$ cat config.mk
export PLATFORM = sky130hd
export DESIGN_NAME = esn_stream_ctrl
export DESIGN_NICKNAME = d
export VERILOG_FILES = /design/src/rtl/esn_stream_pkg.sv /design/src/rtl/esn_st_fifo.sv /design/src/rtl/esn_stream_ctrl.sv
export SDC_FILE = /design/constraint.sdc
export NUM_CORES = 1
export LEC_CHECK = 0
export ABC_AREA = 0
export CAP_MARGIN = 20
export CELL_PAD_IN_SITES_DETAIL_PLACEMENT = 1
export CELL_PAD_IN_SITES_GLOBAL_PLACEMENT = 2
export CORE_UTILIZATION = 42
export CTS_CLUSTER_DIAMETER = 150
export DETAILED_ROUTE_END_ITERATION = 12
export PLACE_DENSITY = 0.85
export SYNTH_ARGS = -nofsm -noshare
export SYNTH_HDL_FRONTEND = slang
export SYNTH_SLANG_ARGS = --single-unit
$ cat constraint.sdc
create_clock -name clk -period 8.15 [get_ports clk]
set_input_delay 1.2225 -clock clk [delete_from_list [all_inputs] [get_ports clk]]
set_output_delay 1.2225 -clock clk [all_outputs]
set_load 0.005 [all_outputs]
$ cat src/rtl/esn_stream_pkg.sv
// Shared widths, FSM state type and word packing for the ESN streaming controller.
package esn_stream_pkg;

  localparam int unsigned U_W    = 16;
  localparam int unsigned EST_W  = 32;
  localparam int unsigned WORD_W = U_W + EST_W;

  typedef enum logic [1:0] {
    ST_IDLE  = 2'd0,
    ST_RUN   = 2'd1,
    ST_HOLD  = 2'd2,
    ST_DRAIN = 2'd3
  } state_t;

  function automatic logic [WORD_W-1:0] pack_word(input logic [U_W-1:0]   u,
                                                  input logic [EST_W-1:0] est);
    return {u, est};
  endfunction

endpackage

$ cat src/rtl/esn_st_fifo.sv
// Synchronous FIFO with fall-through head; a push while full succeeds when a pop
// happens in the same cycle.
module esn_st_fifo #(
  parameter int unsigned WIDTH = 48,
  parameter int unsigned DEPTH = 4,
  localparam int unsigned AW   = $clog2(DEPTH)
) (
  input  logic             clk,
  input  logic             rst_N,
  input  logic             push,
  input  logic             pop,
  input  logic [WIDTH-1:0] din,
  output logic [WIDTH-1:0] dout,
  output logic [AW:0]      count,
  output logic             full,
  output logic             empty
);

  localparam logic [AW:0] FULL_LVL = (AW+1)'(DEPTH);

  logic [WIDTH-1:0] r_mem [DEPTH];
  logic [AW-1:0]    r_wr_ptr;
  logic [AW-1:0]    r_rd_ptr;
  logic [AW:0]      r_count;
  logic             w_do_push;
  logic             w_do_pop;

  assign empty     = (r_count == '0);
  assign full      = (r_count == FULL_LVL);
  assign count     = r_count;
  assign dout      = r_mem[r_rd_ptr];
  assign w_do_pop  = pop && !empty;
  assign w_do_push = push && (!full || w_do_pop);

  // Storage needs no reset; pointers alone define validity.
  always_ff @(posedge clk) begin
    if (w_do_push) begin
      r_mem[r_wr_ptr] <= din;
    end
  end

  always_ff @(posedge clk) begin
    if (!rst_N) begin
      r_wr_ptr <= '0;
      r_rd_ptr <= '0;
      r_count  <= '0;
    end else begin
      if (w_do_push) begin
        r_wr_ptr <= r_wr_ptr + 1'b1;
      end
      if (w_do_pop) begin
        r_rd_ptr <= r_rd_ptr + 1'b1;
      end
      case ({w_do_push, w_do_pop})
        2'b10:   r_count <= r_count + 1'b1;
        2'b01:   r_count <= r_count - 1'b1;
        default: r_count <= r_count;
      endcase
    end
  end

endmodule

$ cat src/rtl/esn_stream_ctrl.sv
// ESN readout streaming controller: paces the ESN core and buffers {u, est} onto Avalon-ST.
// Optional packet framing (src_sop/src_eop) is enabled by defining ESN_STREAM_SOP_EOP_EN.
module esn_stream_ctrl
  import esn_stream_pkg::*;
#(
  parameter int unsigned FIFO_DEPTH = 4,
  parameter int unsigned RATE_DIV   = 1,
  parameter int unsigned PKT_LEN    = 256
) (
  input  logic              clk,
  input  logic              rst_N,
  input  logic              run_en,
  output logic              esn_ce,
  input  logic              esn_valid,
  input  logic [U_W-1:0]    esn_u,
  input  logic [EST_W-1:0]  esn_est,
  output logic [WORD_W-1:0] src_data,
  output logic              src_valid,
  input  logic              src_ready,
  output logic              busy,
  output logic [15:0]       ovf_cnt
`ifdef ESN_STREAM_SOP_EOP_EN
  ,
  output logic              src_sop,
  output logic              src_eop
`endif
);

  localparam int unsigned CW       = $clog2(FIFO_DEPTH) + 1;
  localparam logic [CW-1:0] HOLD_LVL = CW'(FIFO_DEPTH - 1);
  localparam logic [15:0]   DIV_MAX  = 16'(RATE_DIV - 1);

  state_t            r_state;
  state_t            w_state_nxt;
  logic [15:0]       r_div;
  logic [15:0]       r_ovf;
  logic [CW-1:0]     w_count;
  logic              w_full;
  logic              w_empty;
  logic              w_pop;
  logic              w_drop;
  logic [WORD_W-1:0] w_din;
  logic [WORD_W-1:0] w_dout;

  assign w_din  = pack_word(esn_u, esn_est);
  assign w_pop  = !w_empty && src_ready;
  assign w_drop = esn_valid && w_full && !w_pop;

  esn_st_fifo #(
    .WIDTH (WORD_W),
    .DEPTH (FIFO_DEPTH)
  ) u_fifo (
    .clk   (clk),
    .rst_N (rst_N),
    .push  (esn_valid),
    .pop   (w_pop),
    .din   (w_din),
    .dout  (w_dout),
    .count (w_count),
    .full  (w_full),
    .empty (w_empty)
  );

  always_comb begin
    w_state_nxt = r_state;
    case (r_state)
      ST_IDLE: begin
        if (run_en) w_state_nxt = ST_RUN;
      end
      ST_RUN: begin
        if (!run_en)                w_state_nxt = ST_DRAIN;
        else if (w_count >= HOLD_LVL) w_state_nxt = ST_HOLD;
      end
      ST_HOLD: begin
        if (!run_en)               w_state_nxt = ST_DRAIN;
        else if (w_count < HOLD_LVL) w_state_nxt = ST_RUN;
      end
      ST_DRAIN: begin
        if (run_en)                      w_state_nxt = ST_RUN;
        else if (w_empty && !esn_valid)  w_state_nxt = ST_IDLE;
      end
      default: w_state_nxt = ST_IDLE;
    endcase
  end

  always_ff @(posedge clk) begin
    if (!rst_N) begin
      r_state <= ST_IDLE;
    end else begin
      r_state <= w_state_nxt;
    end
  end

  // Divider runs only across consecutive RUN cycles, so every RUN entry starts at phase 0.
  always_ff @(posedge clk) begin
    if (!rst_N) begin
      r_div <= '0;
    end else if (r_state == ST_RUN && w_state_nxt == ST_RUN) begin
      r_div <= (r_div == DIV_MAX) ? '0 : r_div + 16'd1;
    end else begin
      r_div <= '0;
    end
  end

  always_ff @(posedge clk) begin
    if (!rst_N) begin
      r_ovf <= '0;
    end else if (w_drop && r_ovf != '1) begin
      r_ovf <= r_ovf + 16'd1;
    end
  end

  assign esn_ce    = (r_state == ST_RUN) && (r_div == '0);
  assign busy      = (r_state != ST_IDLE);
  assign src_valid = !w_empty;
  assign src_data  = w_dout;
  assign ovf_cnt   = r_ovf;

`ifdef ESN_STREAM_SOP_EOP_EN
  localparam int unsigned PW       = (PKT_LEN > 1) ? $clog2(PKT_LEN) : 1;
  localparam logic [PW-1:0] PKT_LAST = PW'(PKT_LEN - 1);

  logic [PW-1:0] r_pkt;

  always_ff @(posedge clk) begin
    if (!rst_N) begin
      r_pkt <= '0;
    end else if (r_state != ST_IDLE && w_state_nxt == ST_IDLE) begin
      r_pkt <= '0;
    end else if (w_pop) begin
      r_pkt <= (r_pkt == PKT_LAST) ? '0 : r_pkt + 1'b1;
    end
  end

  assign src_sop = src_valid && (r_pkt == '0);
  assign src_eop = src_valid && (r_pkt == PKT_LAST);
`endif

endmodule
==> impl_summary.md, run 1 <==
Outcome
The flow ran to the end, and the final reports show no timing, DRC or antenna violations.

Route
Once detail routing completed, the nets flagged for antenna violations numbered 0. The DRC violation total after the first TritonRoute iteration is 202. Detailed routing inserted a total of between 5k and 6k vias. For this run, design rule violations remaining after detail routing come to 0. The total routed wirelength is a little under 20 mm.

The total iterations of the first detailed-routing run is 4. Using the TritonRoute via totals, the vias-per-cell ratio works out to ~5.4. Dividing the detail-routed wire length by the instance count gives 21.0 um.

Cells and area
The signed area change from the synthesized netlist to the final layout is 25.9%. After routing the design area is about 12,000 um^2. The post-route netlist has 16.5% of its cells at a drive strength greater than 1. The number of nets in the layout is slightly above 700.

The count of cells in the finished layout, fillers not included, comes to approximately 940.

Timing
The clock period could shrink to 3.74 ns. The sum of negative setup slack is 0 ns. The number of hold violations in the final report is 0. The final period utilization is 45.8%. At the pin with the least slew margin, the transition time is approximately 0.94 ns. The final count of pins violating max slew is 0. Setup repair after global routing left no endpoint under its margin.

Timing would allow up to between 0.2 and 0.3 GHz. Measured against its own limit, the worst slew margin works out to between 30 and 40%. The final setup skew is roughly 0.0096 ns. Setup violations remaining at the end of the flow were counted as 0.

Global routing
The number of antenna violations at the first check in global routing is 1. Global routing used under 10% of the available met3 tracks. Global routing used between 15 and 20% of the available tracks.

Summed over all layers, the global routing overflow is 0. The met1 track utilization from global routing is 22.8%. The via count of the first global-routing pass is about 5.5k. The pin count of the biggest net entering global routing is between 40 and 50.

The first global-routing pass estimated a little over 30 mm of wire. The layer flagged by global routing as most heavily used is met2. For met2 alone, demand over resource in global routing was between 30% and 40%.

Place
The final estimated routing congestion in global placement is around 0.76. The total cell area at the placement stage is around 11,000 um^2. Detailed placement finished with a half-perimeter wire length of ~13 mm. In this run the tool buffered the top-level ports with about 120 buffer cells. The total placed cells including tap cells is 890.

Floorplan
The total area inside the core boundary comes to 21,200 um^2. Pin placement for this block handled 120 I/O pins. The die is about 150 um wide. The initial utilization of the core area, before any placement, comes to 43.2%. The die height is around 150 um. The number of standard-cell rows in the floorplan is 53.

The total die area is approximately 22,000 um^2.

Worst setup path
The worst setup path is launched from a flop. Of all nets on the critical path, the largest fanout is 36. The endpoint type of the worst setup path is a primary output. STA puts the critical path data arrival time at between 2 and 3 ns. At the worst endpoint, the required time is 6.93 ns. The critical path class is reg2out.

Synthesis
After synthesis, the cell types taking the most area are sky130_fd_sc_hd__edfxtp_1 63%, sky130_fd_sc_hd__mux4_2 12%, sky130_fd_sc_hd__dfxtp_1 9.4%, sky130_fd_sc_hd__ha_1 1.1%, sky130_fd_sc_hd__nor2_1 1.0%. Counting instances in the post-synthesis netlist gives the leading cell types as 192 x sky130_fd_sc_hd__edfxtp_1, 48 x sky130_fd_sc_hd__mux4_2, 43 x sky130_fd_sc_hd__dfxtp_1. The number of instances in the synthesized netlist is around 500.

The cell type with the largest total area after synthesis is sky130_fd_sc_hd__edfxtp_1. The net count after synthesis is 570. Yosys mapped a number of flops with a built-in enable equal to 192. In this run the cell area of the synthesized design comes to a little over 9000 um^2.

The primary flip-flop cell chosen by synthesis mapping is sky130_fd_sc_hd__edfxtp_1. After synthesis, the share of flip-flops with an asynchronous set or reset is 0%. The top cell type by area accounts for between 60% and 70% of the synthesized area. The cell with the most instances after synthesis is sky130_fd_sc_hd__edfxtp_1. The average footprint of a synthesized cell is around 18 um^2. The sequential share of the synthesized area is ~72%. The Yosys step of the flow raised 0 warnings. In this run, distinct cell masters in the synthesized netlist total 52. The synthesized design contains approximately 240 register bits.

Clocking
At the later pin of the worst-skew pair, clock insertion delay measures a little over 0.5 ns. Clock-pin slew was measured on the worst setup and hold paths at 0.06 ns. The tree is rooted in a sky130_fd_sc_hd__clkbuf_16. Counting along the longest clock path gives a buffer depth of 3. The maximum level of the CTS H-tree is 1. The number of gates resized after CTS was 0. Clock tree synthesis inserted a total of 25 buffers. The tree built by TritonCTS fans out to 235 sinks.

The number of buffers inserted for hold repair after clock tree synthesis is 0. TritonCTS built the clock tree. The number of setup buffers added after CTS is 0.

Min path
In this run the worst hold path is classified as reg2reg.

Power
In this run the power density over the cells is between 200 and 300 nW/um^2. For this design the static power due to leakage is around 3.6 nW. VDD sags by at most ~0.13 mV.

The overall power after layout is 3.19 mW.

Run
Max-cap violations in this run came to 0.
==> logic make-up (layout without fill, tap and decap cells) <==
group | count (synthesis) | in the layout | synth area share [%]
AO/OA/AOI/OAI | 40 | 40 | 2.98
XOR/XNOR | 16 | 16 | 1.53
adder cells (fa/ha/maj) | 9 | 9 | 1.31
buffers and inverters | 29 | 182 | 1.42
flip-flops | 235 | 235 | 72.5
multiplexers | 55 | 55 | 12.6
other | 0 | 1 | 0
AND/OR/NAND/NOR | 124 | 124 | 7.65
==> per-layer routing <==
layer	up-vias	wire [um]	part of all wire (%)
met5	-	0	0
met4	0	226	1.1
met3	24	1190	6.1
met2	123	9990	51
met1	2573	8250	42
li1	2314	-	-
==> cell usage in the layout (no fill, tap or decap), types with 3 or more instances in the layout <==
cell type                         count
sky130_fd_sc_hd__a211oi_1             3
sky130_fd_sc_hd__clkinv_1             4
sky130_fd_sc_hd__and3_1               3
sky130_fd_sc_hd__bufinv_16            4
sky130_fd_sc_hd__and4_1               7
sky130_fd_sc_hd__edfxtp_1           192
sky130_fd_sc_hd__nand4_1              9
sky130_fd_sc_hd__nor2_1              25
sky130_fd_sc_hd__clkdlybuf4s50_1    119
sky130_fd_sc_hd__o21ai_0              5
sky130_fd_sc_hd__nand2b_1             7
sky130_fd_sc_hd__nor3_1               5
sky130_fd_sc_hd__nor4_1               7
sky130_fd_sc_hd__xnor2_1              8
sky130_fd_sc_hd__inv_1               11
sky130_fd_sc_hd__buf_4                5
sky130_fd_sc_hd__and3_2               4
sky130_fd_sc_hd__clkinv_2             5
sky130_fd_sc_hd__or3_1                4
sky130_fd_sc_hd__mux2i_1              7
sky130_fd_sc_hd__nand3_1             13
sky130_fd_sc_hd__clkbuf_16           25
sky130_fd_sc_hd__nand2_1             22
sky130_fd_sc_hd__dfxtp_1             41
sky130_fd_sc_hd__mux4_2              48
sky130_fd_sc_hd__a21oi_1             15
sky130_fd_sc_hd__ha_1                 8
sky130_fd_sc_hd__xor2_1               8
sky130_fd_sc_hd__o41ai_1              3
sky130_fd_sc_hd__nor3b_1              3
==> sequential cells by signal (all words and copies together) (netlist names), named ones only <==
register / cells
ovf_cnt: 16
u_fifo.count: 3
u_fifo.r_rd_ptr: 2
r_state: 2
r_div: 16
u_fifo.r_wr_ptr: 2
u_fifo.r_mem: 192
==> stage by stage <==
stage / utilization (%) / worst slack [ns] / hold WS [ns]
6_report: 54.4 / 4.41 / 0.482
5_1_grt: 54.4 / 4.23 / 0.520
3_5_place_dp: 50.3 / 3.94 / 0.463
3_3_place_gp: 50.3 / 4.04 / 0.449
4_1_cts: 54.3 / 4.16 / 0.477
2_1_floorplan: - / 4.79 / 0.437
==> where the power goes <==
part	switching (mW)	total [mW]	internal (mW)
clock	0.450	1.15	0.699
combinational	0.232	0.591	0.360
sequential	0.0580	1.45	1.39
==> cell type report <==
class | instances | area [um^2]
Fill cell | 1947 | 9640
Sequential cell | 235 | 6630
Multi-Input combinational cell | 244 | 2390
Timing Repair Buffer | 125 | 1260
Clock buffer | 28 | 647
Tap cell | 275 | 344
Clock inverter | 17 | 195
Inverter | 12 | 45.0
Antenna cell | 1 | 2.50
==> path summary, 6_finish.rpt <==
check                                      from         endpoint  slack (ns)  cells past startpoint
worst max-delay path                       flop     src_data[24]        4.41                      3
worst max register to register  u_fifo.count[0]  u_fifo.count[2]        5.34                      9
worst min-delay path                   r_div[0]         r_div[0]        0.48                      1
worst min register to register         r_div[0]         r_div[0]        0.48                      1
==> critical path, stage by stage, from the launching register on <==
cell and delay, ns:
sky130_fd_sc_hd__dfxtp_2 0.55, sky130_fd_sc_hd__buf_4 0.52, sky130_fd_sc_hd__mux4_2 0.40, sky130_fd_sc_hd__clkdlybuf4s50_1 0.51
Power figures use the tool's default switching activity.
==> run 2, diff against run 1 <==
- CORE_UTILIZATION: 42 -> 37
- PLACE_DENSITY: 0.85 -> 0.8
- clock period: 8.15 -> 3.35 ns (I/O delays scaled with it)
==> impl_summary.md, run 2 (synthesis results as in run 1) <==
Outcome
The run finished with clean final reports.

Place
The count of buffers inserted at the top-level ports is roughly 120. The estimated wirelength of the detail-placed design is around 13 mm. The congestion estimate from routability-driven global placement came to approximately 0.74.

Route
The average via count per standard cell is around 5.2. Once detail routing completed, the nets flagged for antenna violations numbered 0. The DRC violation total after the first TritonRoute iteration is 239.

The via count is 5,138. The remaining design rule violation count is 0. The first TritonRoute pass finished after 6 iterations. After detailed routing, the total wire length is about 20 mm. Dividing the detail-routed wire length by the instance count gives 20.1 um.

Clocking
In this run, CTS created clock tree buffers numbering 25. The clock drives between 200 and 250 sinks. The post-CTS resize count is 0. CTS placed an instance of sky130_fd_sc_hd__clkbuf_16 at the clock tree root. The clock reaches the later pin of the worst-skew pair after approximately 0.5 ns. The maximum level of the CTS H-tree is 1.

TritonCTS built the clock tree. The register clock-pin slew on the reported worst setup and hold paths is around 0.060 ns. In this run, post-CTS hold repair placed 0 buffers. The maximum buffer depth of the clock tree is 3. Buffers added to address setup during post-CTS repair amount to 0.

Cells and area
For this run, the post-layout net count is 713. The commonest non-fill, non-tap cell in the layout is sky130_fd_sc_hd__edfxtp_1. Fill cells in the final layout number 2,342. In the final layout, flip-flops and latches occupy approximately 6600 um^2. In the final layout, the share of cells above drive strength 1 is 16.9%.

From synthesis to final layout, the design area changed by 27.0%. The register ranked first by flip-flop count is u_fifo.r_mem. In the layout the commonest cells are 192 x sky130_fd_sc_hd__edfxtp_1, 119 x sky130_fd_sc_hd__clkdlybuf4s50_1, 48 x sky130_fd_sc_hd__mux4_2.

The number of flip-flops under the largest register name is roughly 190. The area used by multi-input combinational logic is between 2000 and 2500 um^2.

Timing
Setup repair after global routing left no endpoint under its margin. The number of hold violations in the final report is 0. The final-layout worst hold slack is 0.497 ns. Setup violations remaining at the end of the flow were counted as 0.

The max-slew headroom at the worst pin is between 30% and 40%. For the pin with the worst max-slew slack, the measured transition is 0.917 ns. The fmax is around 0.34 GHz.

After routing, the total negative slack on setup checks comes to 0 ns. The final period utilization is between 80% and 90%. The clock arrives with between 0.015 and 0.02 ns of skew. Subtracting the final worst setup slack from the clock period gives 2.94 ns. The final count of pins violating max slew is 0.

Worst setup path
STA puts the critical path data arrival time at roughly 2.4 ns. The worst register-to-register path has a setup slack of 0.47 ns. The worst register-to-register path begins at u_fifo.count[0]. The highest net fanout along the worst path is 36. The critical path in this run is classified as reg2out.

At the worst endpoint, the required time is about 2.9 ns. The endpoint type of the worst setup path is a primary output. The kind of start point of the critical path is a flop.

Power
The worst-case IR drop observed on VDD is 0.308 mV. In this run the power density over the cells is roughly 660 nW/um^2. The leakage power is about 3.7 nW.

Global routing
Global routing used a little under 3% of the available met3 tracks. The global route total overflow is 0. The first global-routing pass estimated roughly 32 mm of wire. The via count of the first global-routing pass is between 5k and 6k. Global routing consumed, on the met1 layer, a little over a fifth of the routing resources. Global routing used 16.0% of the available tracks across all layers.

The number of antenna violations at the first check in global routing is 0. For met2 alone, demand over resource in global routing was 28.1%. The pin count of the biggest net entering global routing is slightly below 50. The most crowded layer after global routing is met2.

Floorplan
In this run the horizontal extent of the chip is ~160 um. The total core area is approximately 24,000 um^2. The die height is between 150 and 200 um. Once the floorplan was initialized, standard cells occupied between 30% and 40% of the core. The number of placed I/O pins is 120.

The die covers about 25,000 um^2. Row generation in the floorplan step produced 57 rows.

Min path
The critical hold path startpoint is r_div[0]. The path class of the tightest hold or removal check is reg2reg.

Run
The max-capacitance violation count is 0.
==> run 2: changes by cell type in the layout (fill, tap and decap cells not counted), moves of 2 or more <==
cell | before | now
sky130_fd_sc_hd__buf_4 | 5 | 13
sky130_fd_sc_hd__clkbuf_1 | 2 | 4
sky130_fd_sc_hd__inv_6 | 2 | 0
sky130_fd_sc_hd__clkinv_1 | 4 | 6
sky130_fd_sc_hd__clkinv_2 | 5 | 3
sky130_fd_sc_hd__clkbuf_8 | 1 | 3
==> run 2: cell type report <==
type                    count  area share (%)
flip-flops and latches    235            57.1
clock buffers              32            5.88
diodes                      1          0.0216
repair buffers            133            11.3
clock inverters            13            1.21
multi-input cells         244            20.6
inverters                  12           0.388
well taps                 324            3.49
==> run 2: where the power goes <==
| group | switching, mW | internal (mW) | total [mW] |
|---|---|---|---|
| clock | 1.07 | 1.66 | 2.73 |
| combinational | 0.571 | 0.876 | 1.45 |
| sequential | 0.139 | 3.38 | 3.52 |
| total | 1.78 | 5.92 | 7.70 |
==> run 2: path summary, 6_finish.rpt <==
check                    end  depth (start not counted)
min reg2reg         r_div[0]                          1
min                 r_div[0]                          1
max             src_data[24]                          3
max reg2reg  u_fifo.count[2]                          9
==> run 2: metrics by stage <==
step	total power, mW	cell area [um^2]	setup slack (ns)	util, %	std cells
floorplan	4.29	9140	0.708	-	508
global placement	5.01	10800	0.160	44.5	948
detailed placement	5.06	10800	0.00597	44.5	948
CTS	7.82	11600	0.328	47.8	993
global route	8.03	11600	0.261	47.8	993
finish	7.70	11600	0.411	47.9	994
==> run 2: layer usage <==
metal / routed length, um / share of wire (%)
met5: 0 / 0
met2: 10200 / 51
met4: 167 / 0.84
met3: 856 / 4.3
met1: 8810 / 44
==> run 2: critical path, cell delays in order (launching register included) <==
cell                              delay (ns)
sky130_fd_sc_hd__dfxtp_4                0.53
sky130_fd_sc_hd__buf_12                 0.34
sky130_fd_sc_hd__mux4_2                 0.55
sky130_fd_sc_hd__clkdlybuf4s50_1        0.50
